--- src/rtl/calc_pkg.sv ---
// Shared types and constants for the remainder-unit scheduler.
package calc_pkg;

    typedef enum logic [1:0] {
        IDLE,
        ISSUE,
        RESP
    } state_e;

    localparam int unsigned OPW  = 3;
    localparam int unsigned RESW = 5;

    localparam logic REQ_ENTRY    = 1'b0;
    localparam logic REQ_SELFTEST = 1'b1;

endpackage

--- src/rtl/rr_arbiter2.sv ---
// Two-way round-robin arbiter; the last-grant pointer moves only on an accepted grant.
module rr_arbiter2
    import calc_pkg::*;
(
    input  logic       clk,
    input  logic       rst_n,
    input  logic [1:0] req,
    input  logic       accept,
    output logic       grant_valid,
    output logic       grant
);

    logic last_q;

    always_comb begin
        grant_valid = |req;
        if (req == 2'b11) begin
            grant = ~last_q;
        end else if (req[REQ_SELFTEST]) begin
            grant = REQ_SELFTEST;
        end else begin
            grant = REQ_ENTRY;
        end
    end

    // Reset pointer at the self-test requester so operand entry wins first contention.
    always_ff @(posedge clk or negedge rst_n) begin
        if (!rst_n) begin
            last_q <= REQ_SELFTEST;
        end else if (accept) begin
            last_q <= grant;
        end
    end

endmodule

--- src/rtl/rem_unit_scheduler.sv ---
// Shares one combinational remainder unit between the operand-entry and self-test requesters.
module rem_unit_scheduler
    import calc_pkg::*;
#(
    parameter int unsigned SETTLE_CYCLES = 1,
    parameter int unsigned DBZ_CNT_W     = 8
) (
    input  logic                 clk,
    input  logic                 rst_n,
    input  logic [1:0]           req_valid,
    output logic [1:0]           req_ready,
    input  logic [2*OPW-1:0]     req_num,
    input  logic [2*OPW-1:0]     req_den,
    output logic [1:0]           resp_valid,
    input  logic [1:0]           resp_ready,
    output logic [RESW-1:0]      resp_rem,
    output logic                 resp_dbz,
    output logic                 resp_zero,
    output logic [OPW-1:0]       unit_num,
    output logic [OPW-1:0]       unit_den,
    input  logic [RESW-1:0]      unit_rem,
    input  logic                 unit_dbz,
    input  logic                 unit_zero,
    output logic                 busy,
    output logic [DBZ_CNT_W-1:0] dbz_count
);

    localparam int unsigned CntW = 4;

    state_e               state_q, state_d;
    logic                 owner_q, owner_d;
    logic [CntW-1:0]      cnt_q, cnt_d;
    logic [OPW-1:0]       num_q, num_d, den_q, den_d;
    logic [RESW-1:0]      rem_q, rem_d;
    logic                 dbz_q, dbz_d, zero_q, zero_d;
    logic [DBZ_CNT_W-1:0] dbz_cnt_q, dbz_cnt_d;
    logic                 grant, grant_valid, accept;

    // req_ready is raised for the grant whenever any request is pending, so accept needs no ANDing.
    assign accept = (state_q == IDLE) && grant_valid;

    rr_arbiter2 u_arb (
        .clk         (clk),
        .rst_n       (rst_n),
        .req         (req_valid),
        .accept      (accept),
        .grant_valid (grant_valid),
        .grant       (grant)
    );

    always_comb begin
        state_d    = state_q;
        owner_d    = owner_q;
        cnt_d      = cnt_q;
        num_d      = num_q;
        den_d      = den_q;
        rem_d      = rem_q;
        dbz_d      = dbz_q;
        zero_d     = zero_q;
        dbz_cnt_d  = dbz_cnt_q;
        req_ready  = 2'b00;
        resp_valid = 2'b00;

        unique case (state_q)
            IDLE: begin
                if (grant_valid) begin
                    req_ready[grant] = 1'b1;
                    owner_d          = grant;
                    cnt_d            = CntW'(SETTLE_CYCLES - 1);
                    state_d          = ISSUE;
                    if (grant == REQ_SELFTEST) begin
                        num_d = req_num[2*OPW-1:OPW];
                        den_d = req_den[2*OPW-1:OPW];
                    end else begin
                        num_d = req_num[OPW-1:0];
                        den_d = req_den[OPW-1:0];
                    end
                end
            end
            ISSUE: begin
                if (cnt_q == '0) begin
                    rem_d   = unit_rem;
                    dbz_d   = unit_dbz;
                    zero_d  = unit_zero;
                    state_d = RESP;
                    if (unit_dbz && (dbz_cnt_q != '1)) begin
                        dbz_cnt_d = dbz_cnt_q + DBZ_CNT_W'(1);
                    end
                end else begin
                    cnt_d = cnt_q - CntW'(1);
                end
            end
            RESP: begin
                resp_valid[owner_q] = 1'b1;
                if (resp_ready[owner_q]) begin
                    state_d = IDLE;
                end
            end
            default: state_d = IDLE;
        endcase
    end

    always_ff @(posedge clk or negedge rst_n) begin
        if (!rst_n) begin
            state_q   <= IDLE;
            owner_q   <= REQ_ENTRY;
            cnt_q     <= '0;
            num_q     <= '0;
            den_q     <= '0;
            rem_q     <= '0;
            dbz_q     <= 1'b0;
            zero_q    <= 1'b0;
            dbz_cnt_q <= '0;
        end else begin
            state_q   <= state_d;
            owner_q   <= owner_d;
            cnt_q     <= cnt_d;
            num_q     <= num_d;
            den_q     <= den_d;
            rem_q     <= rem_d;
            dbz_q     <= dbz_d;
            zero_q    <= zero_d;
            dbz_cnt_q <= dbz_cnt_d;
        end
    end

    assign busy      = (state_q != IDLE);
    assign unit_num  = num_q;
    assign unit_den  = den_q;
    assign resp_rem  = rem_q;
    assign resp_dbz  = dbz_q;
    assign resp_zero = zero_q;
    assign dbz_count = dbz_cnt_q;

endmodule

--- config.mk ---
export PLATFORM = sky130hd
export DESIGN_NAME = rem_unit_scheduler
export DESIGN_NICKNAME = d
export VERILOG_FILES = /design/src/rtl/calc_pkg.sv /design/src/rtl/rr_arbiter2.sv /design/src/rtl/rem_unit_scheduler.sv
export SDC_FILE = /design/constraint.sdc
export NUM_CORES = 1
export LEC_CHECK = 0
export ABC_AREA = 1
export CORE_MARGIN = 2
export CORE_UTILIZATION = 45
export CTS_CLUSTER_DIAMETER = 50
export DETAILED_ROUTE_END_ITERATION = 12
export PLACE_DENSITY = 0.79
export SETUP_SLACK_MARGIN = 0.05
export SYNTH_ARGS = -nofsm -noshare
export SYNTH_HDL_FRONTEND = slang
export SYNTH_SLANG_ARGS = --single-unit
--- constraint.sdc ---
create_clock -name clk -period 1.6 [get_ports clk]
set_clock_uncertainty 0.05 [all_clocks]
set_input_delay 0.48 -clock clk [delete_from_list [all_inputs] [get_ports clk]]
set_output_delay 0.48 -clock clk [all_outputs]
set_load 0.01 [all_outputs]
==> impl_metrics.ini <==
[status]
status = finished, violations left
violations = setup timing

[synth]
ys_seq_elements = 29
ys_seq_area_share_pct = 48.14
synthSimpleGateAreaFrac_pct = 36.21
synthXorXnorAreaFrac_pct = 2.320
synth_edf_count = 0
synth-compound-area-share_pct = 5.634
synthMostInstantiatedCell = nand2_1
syn_area_sq_um = 1510
synth_warnings = 0
synth_fa_ha_area_share_pct = 2.486
synthMuxAreaShare_pct = 0
syn_area_per_cell_sq_um = 7.866
ys_types = 21
ys_top_cells_by_area = dfrtp_1 46%, nand2_1 21%, inv_1 4.2%
synth_top_family_by_area = simple AND/OR/NAND/NOR gates
syn_nets = 220
async_flop_share_pct = 100.0
yosysTopAreaCell = dfrtp_1
synth_common_cells = 84 x nand2_1, 28 x dfrtp_1, 17 x inv_1
synth_ff_type = dfrtp_1
syn_inst = 192
yosys.area.top_type_share_pct = 46.40

[final_layout]
fin_util_pct = 72.91
area_growth_syn_to_layout_pct = 58.58
drive_above_1_share_pct = 26.98
antenna_cells = 0
final_cell_area_sq_um = 2395
instances_no_fill = 324
fin_nets = 305

[floorplanning]
io_pins = 51
coreArea_sq_um = 3284
die_y_microns = 61.93
start_util_pct = 45.98
rows = 21
die_w_microns = 61.93
die_area_sq_um = 3835

[critical_path]
endpoint_kind = output port
worstPathArrival_ns = 1.21
setup.worst_path.class = reg2out
cp_max_fo = 2
startpoint_type = flop
rr_worst_depth = 9
crit_required_ns = 1.07

[pwr]
pwr-share-comb_pct = 56.1
power.density_nw_per_um2 = 1564
vdd_drop_max_uv = 722.4
switching_share_pct = 40.88
switchingPower_mw = 1.532
power.clock.fraction_pct = 11.1
intPower_mw = 2.215
power_frac_seq_pct = 32.7
power.leakage_nw = 1.213

[detailed_routing]
drt-initial-drc-count = 25
vias_per_cell = 4.577
firstDrtPassIters = 4
ant_nets = 0
detail_route.wl_per_cell_microns = 10.93
vias = 1483
drc = 0
routed_wl_microns = 3541

[cts]
hold_buffers = 0
cts_max_level = 2
clkSinkCount = 29
clkTransAtPathRegs_ns = 0.08
cts-buffers-inserted = 5
clk_path_buf_depth = 2
clk_latency_ns = 0.32
tritoncts = done
cts_root_buf = clkbuf_4

[sta]
hold_violations = 0
fmax_mhz = 574.2
relSlewSlack_pct = 84.34
rsz0062_at_grt = true
setup_ws_ns = -0.1415
setup_viol = 5
fin_crit_ns = 1.742
worst_pin_slew_ns = 0.2340
fin_crit_sh_pct = 108.8
timing.hold.ws_ns = 0.4223
drv_slew = 0

[grt]
grt_pass1_vias = 1302
antenna_found_initial = 0
grt_pass1_wl_microns = 5540
overflow = 0
grtUsageTotal_pct = 20.21
grt_max_degree = 30

[worst_hold_path]
hold_path_depth = 2
hold_path.class = reg2reg

[placement]
port_buffers = 50
finalWeightedCongestion = 0.8008
post-place-ws_ns = -0.8232
hpwl_microns = 2505
place_inst = 306
place_area_sq_um = 2216

[job]
drv_cap = 0
## layout by cell type, fill, tap and decap left out, types with 2 or more instances in the layout
cell             netlist  final
buf_2                  0      3
buf_4                  1     26
buf_6                  0      4
clkbuf_1               0      3
clkbuf_4               0      5
clkdlybuf4s15_1        0     19
clkdlybuf4s50_1        0     22
dfrtp_1               28     26
dfrtp_2                0      2
dlygate4sd2_1          0      2
ha_1                   3      2
inv_1                 17     14
inv_2                  2      4
nand2_1               84     75
nand2_2                3     11
nand3_1               10      9
nor2_1                16     14
nor2_2                 2      3
nor2_4                 3      4
o21ai_0               12     12
xor2_1                 3      3
## area by class of cell
cell class | instances | area [sq um]
flip-flops and latches | 29 | 729.5
fillers | 261 | 889.6
repair buffers | 79 | 719.4
clock buffers | 8 | 48.80
well taps | 46 | 57.56
multi-input cells | 143 | 765.7
inverters | 19 | 73.82
## registers in the layout (all words and copies together), names as in the netlist
name / cells
dbz_count: 8
resp_rem: 5
cnt_q: 4
unit_den: 3
unit_num: 3
state_q: 2
owner_q: 1
resp_dbz: 1
resp_zero: 1
u_arb.last_q: 1
## power groups by stage
stage	Sequential [mW]	Clock (mW)	Combinational [mW]
finish	1.23	0.417	2.10
global route	1.26	0.464	2.35
CTS	1.21	0.431	1.94
detailed placement	1.23	0	1.94
global placement	1.23	0	1.89
floorplan	1.34	0	0.892
## path summary, 6_finish.rpt
path                                         start                  endpoint  slack [ns]
min                        resp_rem[3]$_DFFE_PN0P_   resp_rem[3]$_DFFE_PN0P_        0.42
max reg2reg                 state_q[1]$_DFFE_PN0P_  dbz_count[2]$_DFFE_PN0P_        0.06
max                         state_q[1]$_DFFE_PN0P_              req_ready[0]       -0.14
min in group asynchronous                    rst_n      resp_dbz$_DFFE_PN0P_        0.47
min reg2reg                resp_rem[3]$_DFFE_PN0P_   resp_rem[3]$_DFFE_PN0P_        0.42
max in group asynchronous                    rst_n  u_arb.last_q$_DFFE_PN1P_        0.80
## critical path: stages, from the launching register on
cell and delay, ns:
dfrtp_1 0.43, nor2_4 0.16, o21ai_4 0.08, nor2_4 0.10
buf_6 0.11
## what timing repair did
action                     in CTS  in global routing
pin swaps                       5                  5
gates resized for setup        60                 33
setup endpoints to repair      29                 38
setup buffers                   5                  5
## cells by family after synthesis
logic type	after synthesis
adder cells (fa/ha/maj)	3
AO/OA/AOI/OAI	14
flip-flops	29
buffers and inverters	20
XOR/XNOR	4
AND/OR/NAND/NOR	122
## through the flow
step           setup TNS [ns]  power, mW
2_1_floorplan               0      2.236
3_3_place_gp           -3.901      3.122
3_5_place_dp           -4.668      3.174
4_1_cts               -0.5024      3.580
5_1_grt               -0.9308      4.072
6_report              -0.4621      3.746
## metal layers
metal  vias up  GRT usage, %  share of wire [%]
met5         -             0                  0
met4         0         7.295                2.1
met3         6         5.797                4.5
met2        38         33.53                 50
met1       677         25.20                 44
li1        762             -                  -
No activity file was read; power rests on OpenSTA's default activity.
